File: src/rtl/osd_scm_pkg.sv
// Shared constants and types for the subnet control module register backend.
// Optional macro: OSD_SCM_CTRL_RST_STATUS_EN (adds RST_STATUS at 0x207).
package osd_scm_pkg;

    localparam logic [15:0] SCM_REG_SYSID_LO   = 16'h0200;
    localparam logic [15:0] SCM_REG_SYSID_HI   = 16'h0201;
    localparam logic [15:0] SCM_REG_NUM_MOD    = 16'h0202;
    localparam logic [15:0] SCM_REG_MAX_PKT    = 16'h0203;
    localparam logic [15:0] SCM_REG_CTRL       = 16'h0204;
    localparam logic [15:0] SCM_REG_CPU_SEL    = 16'h0205;
    localparam logic [15:0] SCM_REG_PULSE      = 16'h0206;
    localparam logic [15:0] SCM_REG_RST_STATUS = 16'h0207;

    localparam int CTRL_SYS_RST     = 0;
    localparam int CTRL_CPU_RST_ALL = 1;
    localparam int CTRL_W           = 2;

    typedef enum logic {
        IDLE,
        RESP
    } scm_state_t;

endpackage

File: src/rtl/osd_scm_ctrl_pulse.sv
// Self-timed reset pulse: 16-bit loadable down-counter, saturating at zero.
// A load in the same cycle overrides the decrement; loading 0 cancels.
module osd_rst_pulse (
    input  logic        clk,
    input  logic        rst,
    input  logic        load,
    input  logic [15:0] value,
    output logic [15:0] count,
    output logic [15:0] count_next,
    output logic        active,
    output logic        done
);

    // Next count: reload wins, otherwise count down to zero.
    always_comb begin
        count_next = count;
        if (load) begin
            count_next = value;
        end else if (count != 16'd0) begin
            count_next = count - 16'd1;
        end
    end

    // Counter register.
    always_ff @(posedge clk or posedge rst) begin
        if (rst) begin
            count <= 16'd0;
        end else begin
            count <= count_next;
        end
    end

    // Active follows the next value so the pulse is visible in the write ack.
    always_comb begin
        active = (count_next != 16'd0);
        done   = !load && (count == 16'd1);
    end

endmodule

File: src/rtl/osd_scm_ctrl.sv
// Subnet control module register backend: identity regs and reset control.
// Optional macro: OSD_SCM_CTRL_RST_STATUS_EN adds RST_STATUS at 0x207.
module osd_scm_ctrl
    import osd_scm_pkg::*;
#(
    parameter logic [31:0] SYSTEMID    = 32'h0,
    parameter logic [15:0] NUM_MOD     = 16'h0,
    parameter logic [15:0] MAX_PKT_LEN = 16'h0,
    parameter int          NUM_CPU     = 1
) (
    input  logic               clk,
    input  logic               rst,
    input  logic               reg_request,
    input  logic               reg_write,
    input  logic [15:0]        reg_addr,
    input  logic [1:0]         reg_size,
    input  logic [15:0]        reg_wdata,
    output logic               reg_ack,
    output logic               reg_err,
    output logic [15:0]        reg_rdata,
    output logic               sys_rst,
    output logic [NUM_CPU-1:0] cpu_rst
);

    scm_state_t         state;
    scm_state_t         next_state;
    logic [CTRL_W-1:0]  ctrl;
    logic [CTRL_W-1:0]  ctrl_next;
    logic [NUM_CPU-1:0] cpu_sel;
    logic [NUM_CPU-1:0] sel_next;
    logic [15:0]        sel_ext;
    logic               capture;
    logic               dec_err;
    logic [15:0]        dec_rdata;
    logic               pulse_load;
    logic [15:0]        pulse_count;
    logic [15:0]        pulse_count_next;
    logic               pulse_active;
    logic               pulse_done;
    logic               sys_rst_next;
    logic [NUM_CPU-1:0] cpu_rst_next;
    logic               status_rd;

`ifdef OSD_SCM_CTRL_RST_STATUS_EN
    logic               status_flag;
`else
    logic               unused_ok;
    assign unused_ok = pulse_done;
`endif

    osd_rst_pulse u_pulse (
        .clk        (clk),
        .rst        (rst),
        .load       (pulse_load),
        .value      (reg_wdata),
        .count      (pulse_count),
        .count_next (pulse_count_next),
        .active     (pulse_active),
        .done       (pulse_done)
    );

    // Zero-extended view of CPU_SEL for readback.
    always_comb begin
        sel_ext              = '0;
        sel_ext[NUM_CPU-1:0] = cpu_sel;
    end

    // Next-state logic and access decode; state changes only on legal writes.
    always_comb begin
        next_state = state;
        capture    = 1'b0;
        dec_err    = 1'b0;
        dec_rdata  = 16'h0;
        ctrl_next  = ctrl;
        sel_next   = cpu_sel;
        pulse_load = 1'b0;
        status_rd  = 1'b0;
        unique case (state)
            IDLE: begin
                if (reg_request) begin
                    next_state = RESP;
                    capture    = 1'b1;
                    if (reg_size != 2'd0) begin
                        dec_err = 1'b1;
                    end else begin
                        unique case (reg_addr)
                            SCM_REG_SYSID_LO: begin
                                if (reg_write) dec_err = 1'b1;
                                else dec_rdata = SYSTEMID[15:0];
                            end
                            SCM_REG_SYSID_HI: begin
                                if (reg_write) dec_err = 1'b1;
                                else dec_rdata = SYSTEMID[31:16];
                            end
                            SCM_REG_NUM_MOD: begin
                                if (reg_write) dec_err = 1'b1;
                                else dec_rdata = NUM_MOD;
                            end
                            SCM_REG_MAX_PKT: begin
                                if (reg_write) dec_err = 1'b1;
                                else dec_rdata = MAX_PKT_LEN;
                            end
                            SCM_REG_CTRL: begin
                                if (reg_write) ctrl_next = reg_wdata[CTRL_W-1:0];
                                else dec_rdata = {14'h0, ctrl};
                            end
                            SCM_REG_CPU_SEL: begin
                                if (reg_write) sel_next = reg_wdata[NUM_CPU-1:0];
                                else dec_rdata = sel_ext;
                            end
                            SCM_REG_PULSE: begin
                                if (reg_write) pulse_load = 1'b1;
                                else dec_rdata = pulse_count;
                            end
`ifdef OSD_SCM_CTRL_RST_STATUS_EN
                            SCM_REG_RST_STATUS: begin
                                if (reg_write) begin
                                    dec_err = 1'b1;
                                end else begin
                                    dec_rdata = {14'h0, status_flag, sys_rst};
                                    status_rd = 1'b1;
                                end
                            end
`endif
                            default: dec_err = 1'b1;
                        endcase
                    end
                end
            end
            RESP: next_state = IDLE;
            default: next_state = IDLE;
        endcase
    end

    // Reset outputs computed from post-write state so they show in the ack cycle.
    always_comb begin
        sys_rst_next = ctrl_next[CTRL_SYS_RST] | pulse_active;
        cpu_rst_next = {NUM_CPU{sys_rst_next | ctrl_next[CTRL_CPU_RST_ALL]}}
                     | sel_next;
    end

    // FSM state register.
    always_ff @(posedge clk or posedge rst) begin
        if (rst) begin
            state <= IDLE;
        end else begin
            state <= next_state;
        end
    end

    // Registered response and control state.
    always_ff @(posedge clk or posedge rst) begin
        if (rst) begin
            reg_ack   <= 1'b0;
            reg_err   <= 1'b0;
            reg_rdata <= 16'h0;
            ctrl      <= '0;
            cpu_sel   <= '0;
            sys_rst   <= 1'b0;
            cpu_rst   <= '0;
        end else begin
            reg_ack   <= capture;
            reg_err   <= capture & dec_err;
            reg_rdata <= capture ? dec_rdata : 16'h0;
            ctrl      <= ctrl_next;
            cpu_sel   <= sel_next;
            sys_rst   <= sys_rst_next;
            cpu_rst   <= cpu_rst_next;
        end
    end

`ifdef OSD_SCM_CTRL_RST_STATUS_EN
    // Sticky completion flag; a completion in the read cycle is not lost.
    always_ff @(posedge clk or posedge rst) begin
        if (rst) begin
            status_flag <= 1'b0;
        end else if (pulse_done) begin
            status_flag <= 1'b1;
        end else if (status_rd) begin
            status_flag <= 1'b0;
        end
    end
`else
    logic unused_rd;
    assign unused_rd = status_rd;
`endif

endmodule

File: config.mk
export PLATFORM = sky130hd
export DESIGN_NAME = osd_scm_ctrl
export DESIGN_NICKNAME = d
export VERILOG_FILES = /design/src/rtl/osd_scm_pkg.sv /design/src/rtl/osd_scm_ctrl_pulse.sv /design/src/rtl/osd_scm_ctrl.sv
export SDC_FILE = /design/constraint.sdc
export NUM_CORES = 1
export LEC_CHECK = 0
export CORE_UTILIZATION = 48
export DETAILED_ROUTE_END_ITERATION = 8
export PLACE_DENSITY = 0.84
export SYNTH_ARGS = -nofsm -noshare
export SYNTH_HDL_FRONTEND = slang
export SYNTH_SLANG_ARGS = --single-unit
File: constraint.sdc
create_clock -name clk -period 3 [get_ports clk]
set_input_delay 0.45 -clock clk [delete_from_list [all_inputs] [get_ports clk]]
set_output_delay 0.45 -clock clk [all_outputs]
set_load 0.02 [all_outputs]
==> results of run 1 <==
==> worst max-delay path, delay by kind of cell <==
| kind | cells | cell delay (ns) |
|---|---|---|
| AOI/OAI and AO/OA | 2 | 0.49 |
| buffers and inverters | 1 | 0.41 |
| and+or+nand+nor | 5 | 1.62 |
==> worst min path at each step <==
stage,to
2_1_floorplan,ctrl[0]
3_3_place_gp,reg_ack
3_5_place_dp,reg_ack
4_1_cts,reg_ack
5_1_grt,reg_ack
6_report,reg_ack
==> synth_stat cells (2+ instances only) <==
| cell type | instances | share of area |
|---|---|---|
| and4_1 | 3 | 0.012 |
| inv_1 | 7 | 0.012 |
| nand2_1 | 14 | 0.025 |
| a21oi_1 | 12 | 0.028 |
| o21a_1 | 2 | 0.0070 |
| and2_1 | 12 | 0.035 |
| clkbuf_1 | 3 | 0.0053 |
| mux2i_1 | 4 | 0.019 |
| o21ai_0 | 5 | 0.012 |
| buf_6 | 3 | 0.016 |
| o31ai_1 | 2 | 0.0070 |
| nor4b_2 | 2 | 0.014 |
| or4_1 | 2 | 0.0070 |
| nand3_1 | 6 | 0.014 |
| xnor2_1 | 4 | 0.016 |
| nor4_2 | 5 | 0.029 |
| or3_1 | 4 | 0.012 |
| a22oi_1 | 3 | 0.011 |
| nor3_1 | 15 | 0.035 |
| nand2b_1 | 2 | 0.0059 |
| nor2b_1 | 4 | 0.012 |
| or2_2 | 2 | 0.0059 |
| nor4_1 | 2 | 0.0059 |
| nand4_1 | 6 | 0.018 |
| o211ai_1 | 2 | 0.0070 |
| nor2_1 | 20 | 0.035 |
| mux2_2 | 3 | 0.016 |
| dfrtp_1 | 39 | 0.46 |
==> power by group through the flow <==
stage                     combinational, W  sequential [W]  clock, W
after global routing              0.000108        0.000543  0.000477
after CTS                         0.000100        0.000542  0.000456
final                            0.0000990        0.000543  0.000453
after detailed placement          0.000100        0.000552         0
after floorplan                  0.0000272        0.000550         0
after global placement           0.0000976        0.000552         0
==> logic make-up after synthesis <==
group,Yosys count,share of synthesized area
muxes,8,0.0415
AOI/OAI and AO/OA,38,0.122
DFF,39,0.456
and+or+nand+nor,111,0.324
buffers and inverters,13,0.0334
adders and majority gates,1,0.00585
xor gates and xnor gates,4,0.0164
==> registers in the layout, summed over array words and instances (netlist names) <==
name and count:
reg_rdata 16, u_pulse.count 16, ctrl 2, cpu_rst 1, cpu_sel 1, reg_ack 1, reg_err 1, sys_rst 1
==> per-layer routing <==
layer  global-route usage  share of wire  wire length, um  up-vias
met1                0.362           0.43             2490      962
li1                     -              -                -      953
met5                    0              0                0        -
met3               0.0526          0.070              407       16
met2                0.438           0.48             2830       92
met4               0.0918          0.020              117        0
==> layout make-up <==
cell class / count / share of cell area
well taps: 50 / 0.0207
clock buffers: 6 / 0.0273
inverters: 7 / 0.00868
clock inverters: 2 / 0.0116
multi-input cells: 162 / 0.366
flip-flops and latches: 39 / 0.322
repair buffers: 79 / 0.243
==> through the flow <==
stage               std cells  worst slack (ns)
CTS                       343            0.0347
finish                    345             0.176
detailed placement        335            -0.135
global placement          335           -0.0343
global route              345            0.0131
floorplan                 214             0.291
==> timing repair <==
action | in CTS | in global routing
setup endpoints to repair | 0 | 1
gates resized for setup | 0 | 5
hold buffers | 0 | 0
setup buffers | 0 | 2
==> results.tsv, run 1 <==
stage	metric	value	unit
outcome	status	finished clean	
logic_synthesis	Async S/R FF share, synth	1.00	
job	MaxCap Viol Count	0	
cells_and_area	most frequent cells in the layout	clkdlybuf4s50_1, dfrtp_1, buf_4	
floorplan	chip height	68.7	um
critical_path	worst reg2reg endpoint	cpu_rst	
logic_synthesis	number of distinct library cells after synthesis	54	
global_route	gr ovfl total	0	
critical_path	end point of the critical path	cpu_rst	
power_and_ir_drop	Gate power share	0.090	
floorplan	Die X	68.7	um
power_and_ir_drop	power per cell area	362	nW/um^2
critical_path	critical path peak fanout	8	
logic_synthesis	sequential area share after synthesis	0.456	
floorplan	Starting Density	0.516	
floorplan	boundary pin count	58	
sta	Slew headroom	0.663	
routing	Via density	5.86	
critical_path	CP startpoint	reg_addr[6]	
cells_and_area	Final Cell Area	3030	um^2
sta	Clock Skews	0.00424	ns
sta	Max Slew Vio Count	0	
min_path	hold depth	1	
critical_path	worst path required time	3.16	ns
clock_tree	TritonCTS Buffers	5	
cells_and_area	Multi-input gate area	1110	um^2
sta	minimum clock period	2.82	ns
routing	DR vias	2023	
logic_synthesis	Synth Register Bits	39	
routing	aggregate routed wire length	5850	um
critical_path	critical path type	in -> reg	
power_and_ir_drop	Int Pwr	0.000861	W
power_and_ir_drop	total power	0.00110	W
global_route	first-pass GRT wire length	9290	um
cells_and_area	P&R area growth vs syn	41.5	%
sta	post-route clock period utilization	0.941	
logic_synthesis	Syn. warnings	0	
routing	WL per Instance	17.0	um
clock_tree	Worst-Skew Late Latency	0.29	ns
logic_synthesis	Post-synth EDFFs	0	
sta	TNS Setup	0	ns
power_and_ir_drop	Net Sw Power	0.000235	W
logic_synthesis	Cell Area, Synth	2140	um^2
routing	ANT nets after route	0	
cells_and_area	fraction of layout cells with a size suffix above 1	0.203	
critical_path	Setup crit end kind	flop	
critical_path	cells on worst reg2reg path	10	
power_and_ir_drop	Leakage Power	1.22	nW
critical_path	Crit-path slowest cell	or4_1	
cells_and_area	Layout Utilization	0.730	
power_and_ir_drop	sequential share of power	0.496	
sta	final setup vio count	0	
cells_and_area	Net count, final	333	
critical_path	Reg-to-Reg Start	u_pulse.count[0]	
sta	Peak Freq	0.354	GHz
routing	first-pass detailed-route iteration total	4	
critical_path	CP max stage delay	0.49	ns
sta	Hold WS	0.511	ns
logic_synthesis	main flop type after synthesis	dfrtp_1	
clock_tree	CTS Buffer Depth	2	
place	GP Congestion	0.909	
cells_and_area	commonest non-fill, non-tap cell in the layout	clkdlybuf4s50_1	
sta	RSZ-0062 raised after global routing	no	
logic_synthesis	Mapped Nets	253	
sta	Hold Fails Final Rpt	0	
global_route	Tot GR Track Use	0.271	
routing	DR iter-0 viols	151	
min_path	min-delay src	reg_ack	
critical_path	critical path launch point type	input pin	
routing	DRC Markers	0	
clock_tree	root buf cell	clkbuf_8	
cells_and_area	storage element area	976	um^2
global_route	largest net degree at the start of global routing	40	
logic_synthesis	Syn Area/Cell	9.99	um^2
clock_tree	CTS tree	done	
cells_and_area	# diodes	0	
critical_path	Worst EP arrival	2.99	ns
power_and_ir_drop	Switching Share	0.214	
place	port bufs	57	
floorplan	Core Area	4140	um^2
critical_path	worst reg-to-reg setup slack	0.18	ns
clock_tree	Clk pin slew, worst setup/hold paths	0.08	ns
floorplan	Rows	23	
min_path	Hold Path Class	reg -> reg	
power_and_ir_drop	clock power share	0.414	
power_and_ir_drop	worst vdd ir	0.000267	V
place	HPWL Detailed	4480	um
place	instance area at placement	2880	um^2
sta	worst-margin pin slew	0.503	ns
floorplan	DIE AREA	4730	um^2
critical_path	Critical Path, Cell by Cell	clkdlybuf4s50_1 > nor4b_2 > and4_2 > nand2_2 > or3_1 > a22o_2 > a211o_1 > or4_1	
clock_tree	H-tree level count	2	
global_route	vias in the first global route	1903	
cells_and_area	# fillers	317	
clock_tree	clk sinks	39	
global_route	initial antenna violation count	0	
logic_synthesis	synthesized instance count	214	
(Power assumes the default switching activity.)
==> run 2, diff against run 1 <==
--- a/config.mk
+++ b/config.mk
@@ -7,6 +7,7 @@
 export LEC_CHECK = 0
 export CORE_UTILIZATION = 48
 export DETAILED_ROUTE_END_ITERATION = 8
+export GPL_TIMING_DRIVEN = 0
 export PLACE_DENSITY = 0.84
 export SYNTH_ARGS = -nofsm -noshare
 export SYNTH_HDL_FRONTEND = slang
==> results.tsv, run 2 (synthesis results as in run 1) <==
stage	metric	value	unit	change
outcome	status	finished clean		
clock_tree	CTS tree	done		
sta	post-route clock period utilization	0.970		+0.0285
critical_path	Critical Path, Cell by Cell	inv_1 > ha_2 > nor4b_4 > and4_2 > o32a_1 > a21oi_1 > nor4_4 > o2111ai_2 > or4_1		
floorplan	Die X	68.7	um	unchanged
critical_path	cells on worst reg2reg path	9		-1
routing	WL per Instance	16.4	um	-3.2%
clock_tree	clk sinks	39		unchanged
clock_tree	root buf cell	clkbuf_8		
routing	ANT nets after route	0		unchanged
cells_and_area	P&R area growth vs syn	39.4	%	
sta	final setup vio count	0		unchanged
critical_path	Setup crit end kind	flop		
place	GP Congestion	0.971		+6.9%
sta	Peak Freq	0.344	GHz	-2.9%
global_route	vias in the first global route	1711		-10%
clock_tree	TritonCTS Buffers	5		unchanged
clock_tree	H-tree level count	2		unchanged
floorplan	chip height	68.7	um	unchanged
routing	DR iter-0 viols	168		+11%
cells_and_area	commonest non-fill, non-tap cell in the layout	clkdlybuf4s50_1		
critical_path	worst path required time	3.16	ns	about the same
cells_and_area	Final Cell Area	2980	um^2	-1.5%
floorplan	boundary pin count	58		unchanged
cells_and_area	Largest regs	reg_rdata x16, u_pulse.count x16, ctrl x2		
place	port bufs	57		unchanged
floorplan	Starting Density	0.516		unchanged
global_route	M2 GR Usage	0.376		-0.0613
global_route	GR Util met1	0.354		-0.00821
routing	DRC Markers	0		unchanged
power_and_ir_drop	power per cell area	334	nW/um^2	-7.6%
cells_and_area	fraction of layout cells with a size suffix above 1	0.172		-0.0315
floorplan	DIE AREA	4730	um^2	unchanged
sta	Slew headroom	0.477		-0.186
cells_and_area	most frequent cells in the layout	clkdlybuf4s50_1, dfrtp_1, nor2_1		
place	Inst Count DP	321		-4.2%
sta	Hold WS	0.534	ns	+0.0225 ns
clock_tree	CTS Buffer Depth	2		unchanged
power_and_ir_drop	worst vdd ir	0.000200	V	-25%
routing	Via density	5.90		+0.54%
global_route	initial antenna violation count	0		unchanged
critical_path	CP top delay family	simple AND/OR/NAND/NOR gates		
global_route	largest net degree at the start of global routing	40		unchanged
power_and_ir_drop	Leakage Power	1.18	nW	-3.0%
min_path	Hold Path Class	reg -> reg		
critical_path	critical path depth	9		+1
place	HPWL Detailed	4000	um	-11%
cells_and_area	# fillers	321		+1.3%
critical_path	critical path peak fanout	5		-3
job	MaxCap Viol Count	0		unchanged
clock_tree	Clk pin slew, worst setup/hold paths	0.07	ns	about the same
floorplan	Rows	23		unchanged
clock_tree	Worst-Skew Late Latency	0.29	ns	about the same
min_path	hold depth	1		unchanged
cells_and_area	Finished Layout Cells	335		-2.9%
sta	Max Slew Vio Count	0		unchanged
global_route	gr ovfl total	0		unchanged
global_route	GRT Max-Usage Layer	met2		
floorplan	Core Area	4140	um^2	unchanged
global_route	grt met3 use	0.0411		-0.0115
routing	DR vias	1975		-2.4%
global_route	first-pass GRT wire length	8470	um	-8.8%
sta	minimum clock period	2.91	ns	+0.0856 ns
sta	Clock Skews	0.00579	ns	+0.00155 ns
critical_path	Crit-path slowest cell	or4_1		
sta	worst-margin pin slew	0.783	ns	+0.280 ns
critical_path	Worst EP arrival	3.07	ns	+0.08 ns
global_route	Tot GR Track Use	0.248		-0.0230
routing	aggregate routed wire length	5490	um	-6.1%
critical_path	critical path launch point type	flop		
sta	Hold Fails Final Rpt	0		unchanged
power_and_ir_drop	total power	0.000997	W	-8.9%
clock_tree	Hold-fix buffers, CTS	0		unchanged
cells_and_area	Net count, final	324		-2.7%
critical_path	CP max stage delay	0.49	ns	about the same
critical_path	critical path type	reg -> reg		
place	instance area at placement	2770	um^2	-3.7%
critical_path	CP bufs+invs	1		unchanged
routing	first-pass detailed-route iteration total	4		unchanged
cells_and_area	# diodes	0		unchanged
==> run 2: changes by cell type in the layout (fill, tap and decap cells not counted), sizes merged <==
cell,change
buf,-11
bufinv,-1
clkbuf,+2
clkdlybuf4s50,-1
dlymetal6s2s,+1
==> run 2: metrics by stage <==
stage	setup TNS [ns]	util	worst slack (ns)
2_1_floorplan	0	-	0.291
3_5_place_dp	-0.454	0.669	-0.330
3_3_place_gp	-0.415	0.669	-0.311
4_1_cts	0	0.700	0.00696
5_1_grt	-0.0244	0.720	-0.0244
6_report	0	0.720	0.0909
==> run 2: timing repair <==
| action | 4_1_cts | 5_1_grt |
|---|---|---|
| endpoints found under the setup margin | 1 | 1 |
| buffers inserted | 3 | 5 |
| gates resized for setup | 3 | 9 |
| pin swaps | 1 | 6 |
==> run 2: worst paths after layout <==
check / from / end / slack [ns]
worst max register to register: u_pulse.count[0] / cpu_rst / 0.09
worst min register to register: cpu_sel / cpu_sel / 0.53
worst max-delay path: u_pulse.count[0] / cpu_rst / 0.09
min in group asynchronous: rst / reg_rdata[1] / 0.62
worst min-delay path: cpu_sel / cpu_sel / 0.53
max in group asynchronous: rst / u_pulse.count[0] / 1.87
==> run 2: area by class of cell <==
class                   instances  area, um^2  area share
clock inverters                 1        5.00     0.00168
repair buffers                 65         633       0.212
multi-input cells             162        1150       0.387
plain buffers                   5        41.3      0.0138
clock buffers                   6        82.6      0.0277
inverters                       7        26.3     0.00881
well taps                      50        62.6      0.0210
flip-flops and latches         39         976       0.327
==> run 2: power by group <==
part / switching (W) / internal, W / leakage, nW
Sequential: 0.00000919 / 0.000531 / 0.481
Combinational: 0.0000435 / 0.0000588 / 0.655
Clock: 0.000174 / 0.000180 / 0.0470
Total: 0.000227 / 0.000770 / 1.18
==> run 2: per-layer routing <==
layer | part of all wire | wire (um) | vias to the layer above
li1 | - | - | 929
met1 | 0.44 | 2400 | 940
met2 | 0.47 | 2590 | 96
met3 | 0.075 | 412 | 10
met4 | 0.018 | 97 | 0
met5 | 0 | 0 | -
==> run 3, diff against run 2 <==
--- a/config.mk
+++ b/config.mk
@@ -9,6 +9,8 @@
 export DETAILED_ROUTE_END_ITERATION = 8
 export GPL_TIMING_DRIVEN = 0
 export PLACE_DENSITY = 0.84
+export SKIP_CTS_REPAIR_TIMING = 1
+export SKIP_LAST_GASP = 1
 export SYNTH_ARGS = -nofsm -noshare
 export SYNTH_HDL_FRONTEND = slang
 export SYNTH_SLANG_ARGS = --single-unit
==> results.tsv, run 3 (synthesis results as in run 1) <==
stage	metric	value	unit	change
global_route	initial antenna violation count	0		unchanged
sta	Max Slew Vio Count	0		unchanged
critical_path	critical path launch point type	flop		
critical_path	CP max stage delay	0.49	ns	about the same
routing	ANT nets after route	0		unchanged
critical_path	critical path peak fanout	5		unchanged
place	Inst Count DP	321		unchanged
clock_tree	CTS tree	done		
min_path	Hold Crit Endpoint	cpu_sel		
critical_path	Reg-to-Reg Start	u_pulse.count[0]		
sta	worst-margin pin slew	0.781	ns	-0.00157 ns
clock_tree	H-tree level count	2		unchanged
routing	DR vias	2000		+1.3%
floorplan	DIE AREA	4730	um^2	unchanged
global_route	Tot GR Track Use	0.247		-0.00139
place	HPWL Detailed	4000	um	unchanged
cells_and_area	P&R area growth vs syn	39.4	%	unchanged
routing	WL per Instance	16.4	um	about the same
floorplan	Die X	68.7	um	unchanged
min_path	Hold Path Class	reg -> reg		
critical_path	worst reg2reg endpoint	cpu_rst		
cells_and_area	# diodes	0		unchanged
clock_tree	Clk pin slew, worst setup/hold paths	0.07	ns	about the same
cells_and_area	Finished Layout Cells	335		unchanged
floorplan	chip height	68.7	um	unchanged
clock_tree	root buf cell	clkbuf_8		
sta	Peak Freq	0.347	GHz	+0.83%
cells_and_area	Net count, final	324		unchanged
sta	Clock Skews	0.00616	ns	+0.000367 ns
min_path	min-delay src	cpu_sel		
routing	aggregate routed wire length	5500	um	about the same
routing	first-pass detailed-route iteration total	4		unchanged
critical_path	Crit-path slowest cell	or4_1		
critical_path	Setup crit end kind	flop		
clock_tree	TritonCTS Buffers	5		unchanged
cells_and_area	commonest non-fill, non-tap cell in the layout	clkdlybuf4s50_1		
power_and_ir_drop	power per cell area	335	nW/um^2	about the same
power_and_ir_drop	total power	0.000998	W	about the same
sta	minimum clock period	2.89	ns	-0.0239 ns
critical_path	worst path required time	3.16	ns	about the same
power_and_ir_drop	worst vdd ir	0.000200	V	about the same
global_route	vias in the first global route	1714		+0.18%
routing	Via density	5.97		+1.3%
place	GP Congestion	0.971		unchanged
job	MaxCap Viol Count	0		unchanged
power_and_ir_drop	Leakage Power	1.18	nW	unchanged
min_path	hold depth	1		unchanged
routing	DR iter-0 viols	132		-21%
sta	Hold Fails Final Rpt	0		unchanged
routing	DRC Markers	0		unchanged
clock_tree	clk sinks	39		unchanged
sta	Slew headroom	0.478		+0.00105
place	port bufs	57		unchanged
floorplan	Core Area	4140	um^2	unchanged
critical_path	critical path type	reg -> reg		
cells_and_area	Largest regs	reg_rdata x16, u_pulse.count x16, ctrl x2		
sta	post-route clock period utilization	0.962		-0.00797
clock_tree	Worst-Skew Late Latency	0.29	ns	about the same
cells_and_area	most frequent cells in the layout	clkdlybuf4s50_1, dfrtp_1, nor2_1		
floorplan	Starting Density	0.516		unchanged
clock_tree	CTS Buffer Depth	2		unchanged
critical_path	worst reg-to-reg setup slack	0.11	ns	+0.02 ns
global_route	first-pass GRT wire length	8450	um	-0.25%
global_route	gr ovfl total	0		unchanged
critical_path	Critical Path, Cell by Cell	inv_1 > ha_2 > nor4b_4 > and4_2 > o32a_1 > a21oi_1 > nor4_4 > o2111ai_2 > or4_1		
floorplan	Rows	23		unchanged
cells_and_area	fraction of layout cells with a size suffix above 1	0.172		unchanged
critical_path	cells on worst reg2reg path	9		unchanged
floorplan	boundary pin count	58		unchanged
global_route	largest net degree at the start of global routing	40		unchanged
outcome	status	finished clean		
sta	final setup vio count	0		unchanged
critical_path	Worst EP arrival	3.04	ns	-0.03 ns
## run 3: power breakdown
| group | switching (W) | total, W | internal (W) |
|---|---|---|---|
| sequential | 0.00000920 | 0.000540 | 0.000531 |
| combinational | 0.0000436 | 0.000102 | 0.0000588 |
| clock | 0.000175 | 0.000355 | 0.000180 |
## run 3: routing by layer
metal | up-vias | global-route usage | wire [um]
li1 | 928 | - | -
met2 | 91 | 0.375 | 2610
met3 | 18 | 0.0411 | 350
met4 | 0 | 0.0893 | 135
met5 | - | 0 | 0
met1 | 963 | 0.351 | 2400
## run 3: layout make-up
type | instances | area (um^2)
Clock buffer | 6 | 82.6
Multi-Input combinational cell | 162 | 1150
Timing Repair Buffer | 65 | 633
Fill cell | 325 | 1160
Sequential cell | 39 | 976
Clock inverter | 1 | 5.00
Tap cell | 50 | 62.6
Buffer | 5 | 41.3
Inverter | 7 | 26.3
## run 3: worst max-delay path by stage
stage                      from  endpoint  slack, ns  cells after the start
6_report       u_pulse.count[0]   cpu_rst       0.11                      9
5_1_grt        u_pulse.count[0]   cpu_rst      -0.02                      9
4_1_cts        u_pulse.count[0]   cpu_rst      -0.17                      9
3_5_place_dp       reg_addr[13]   cpu_rst      -0.33                      9
3_3_place_gp       reg_addr[13]   cpu_rst      -0.31                      9
2_1_floorplan  u_pulse.count[0]   cpu_rst       0.29                      9
## run 3: metrics by stage
step	hold WS, ns	area (um^2)	setup slack, ns	util	setup TNS, ns
detailed placement	0.508	2770	-0.330	0.669	-0.454
CTS	0.517	2860	-0.174	0.690	-0.174
finish	0.524	2980	0.115	0.720	0
floorplan	0.472	2140	0.291	-	0
global route	0.536	2980	-0.0166	0.720	-0.0166
global placement	0.501	2770	-0.311	0.669	-0.415
## run 3: worst max-delay path, delay by kind of cell (launching register included)
family,cells,cell delay (ns)
AO/OA/AOI/OAI,3,0.46
AND/OR/NAND/NOR,4,1.52
buffers and inverters,1,0.14
adder cells (fa/ha/maj),1,0.23
flip-flops,1,0.42
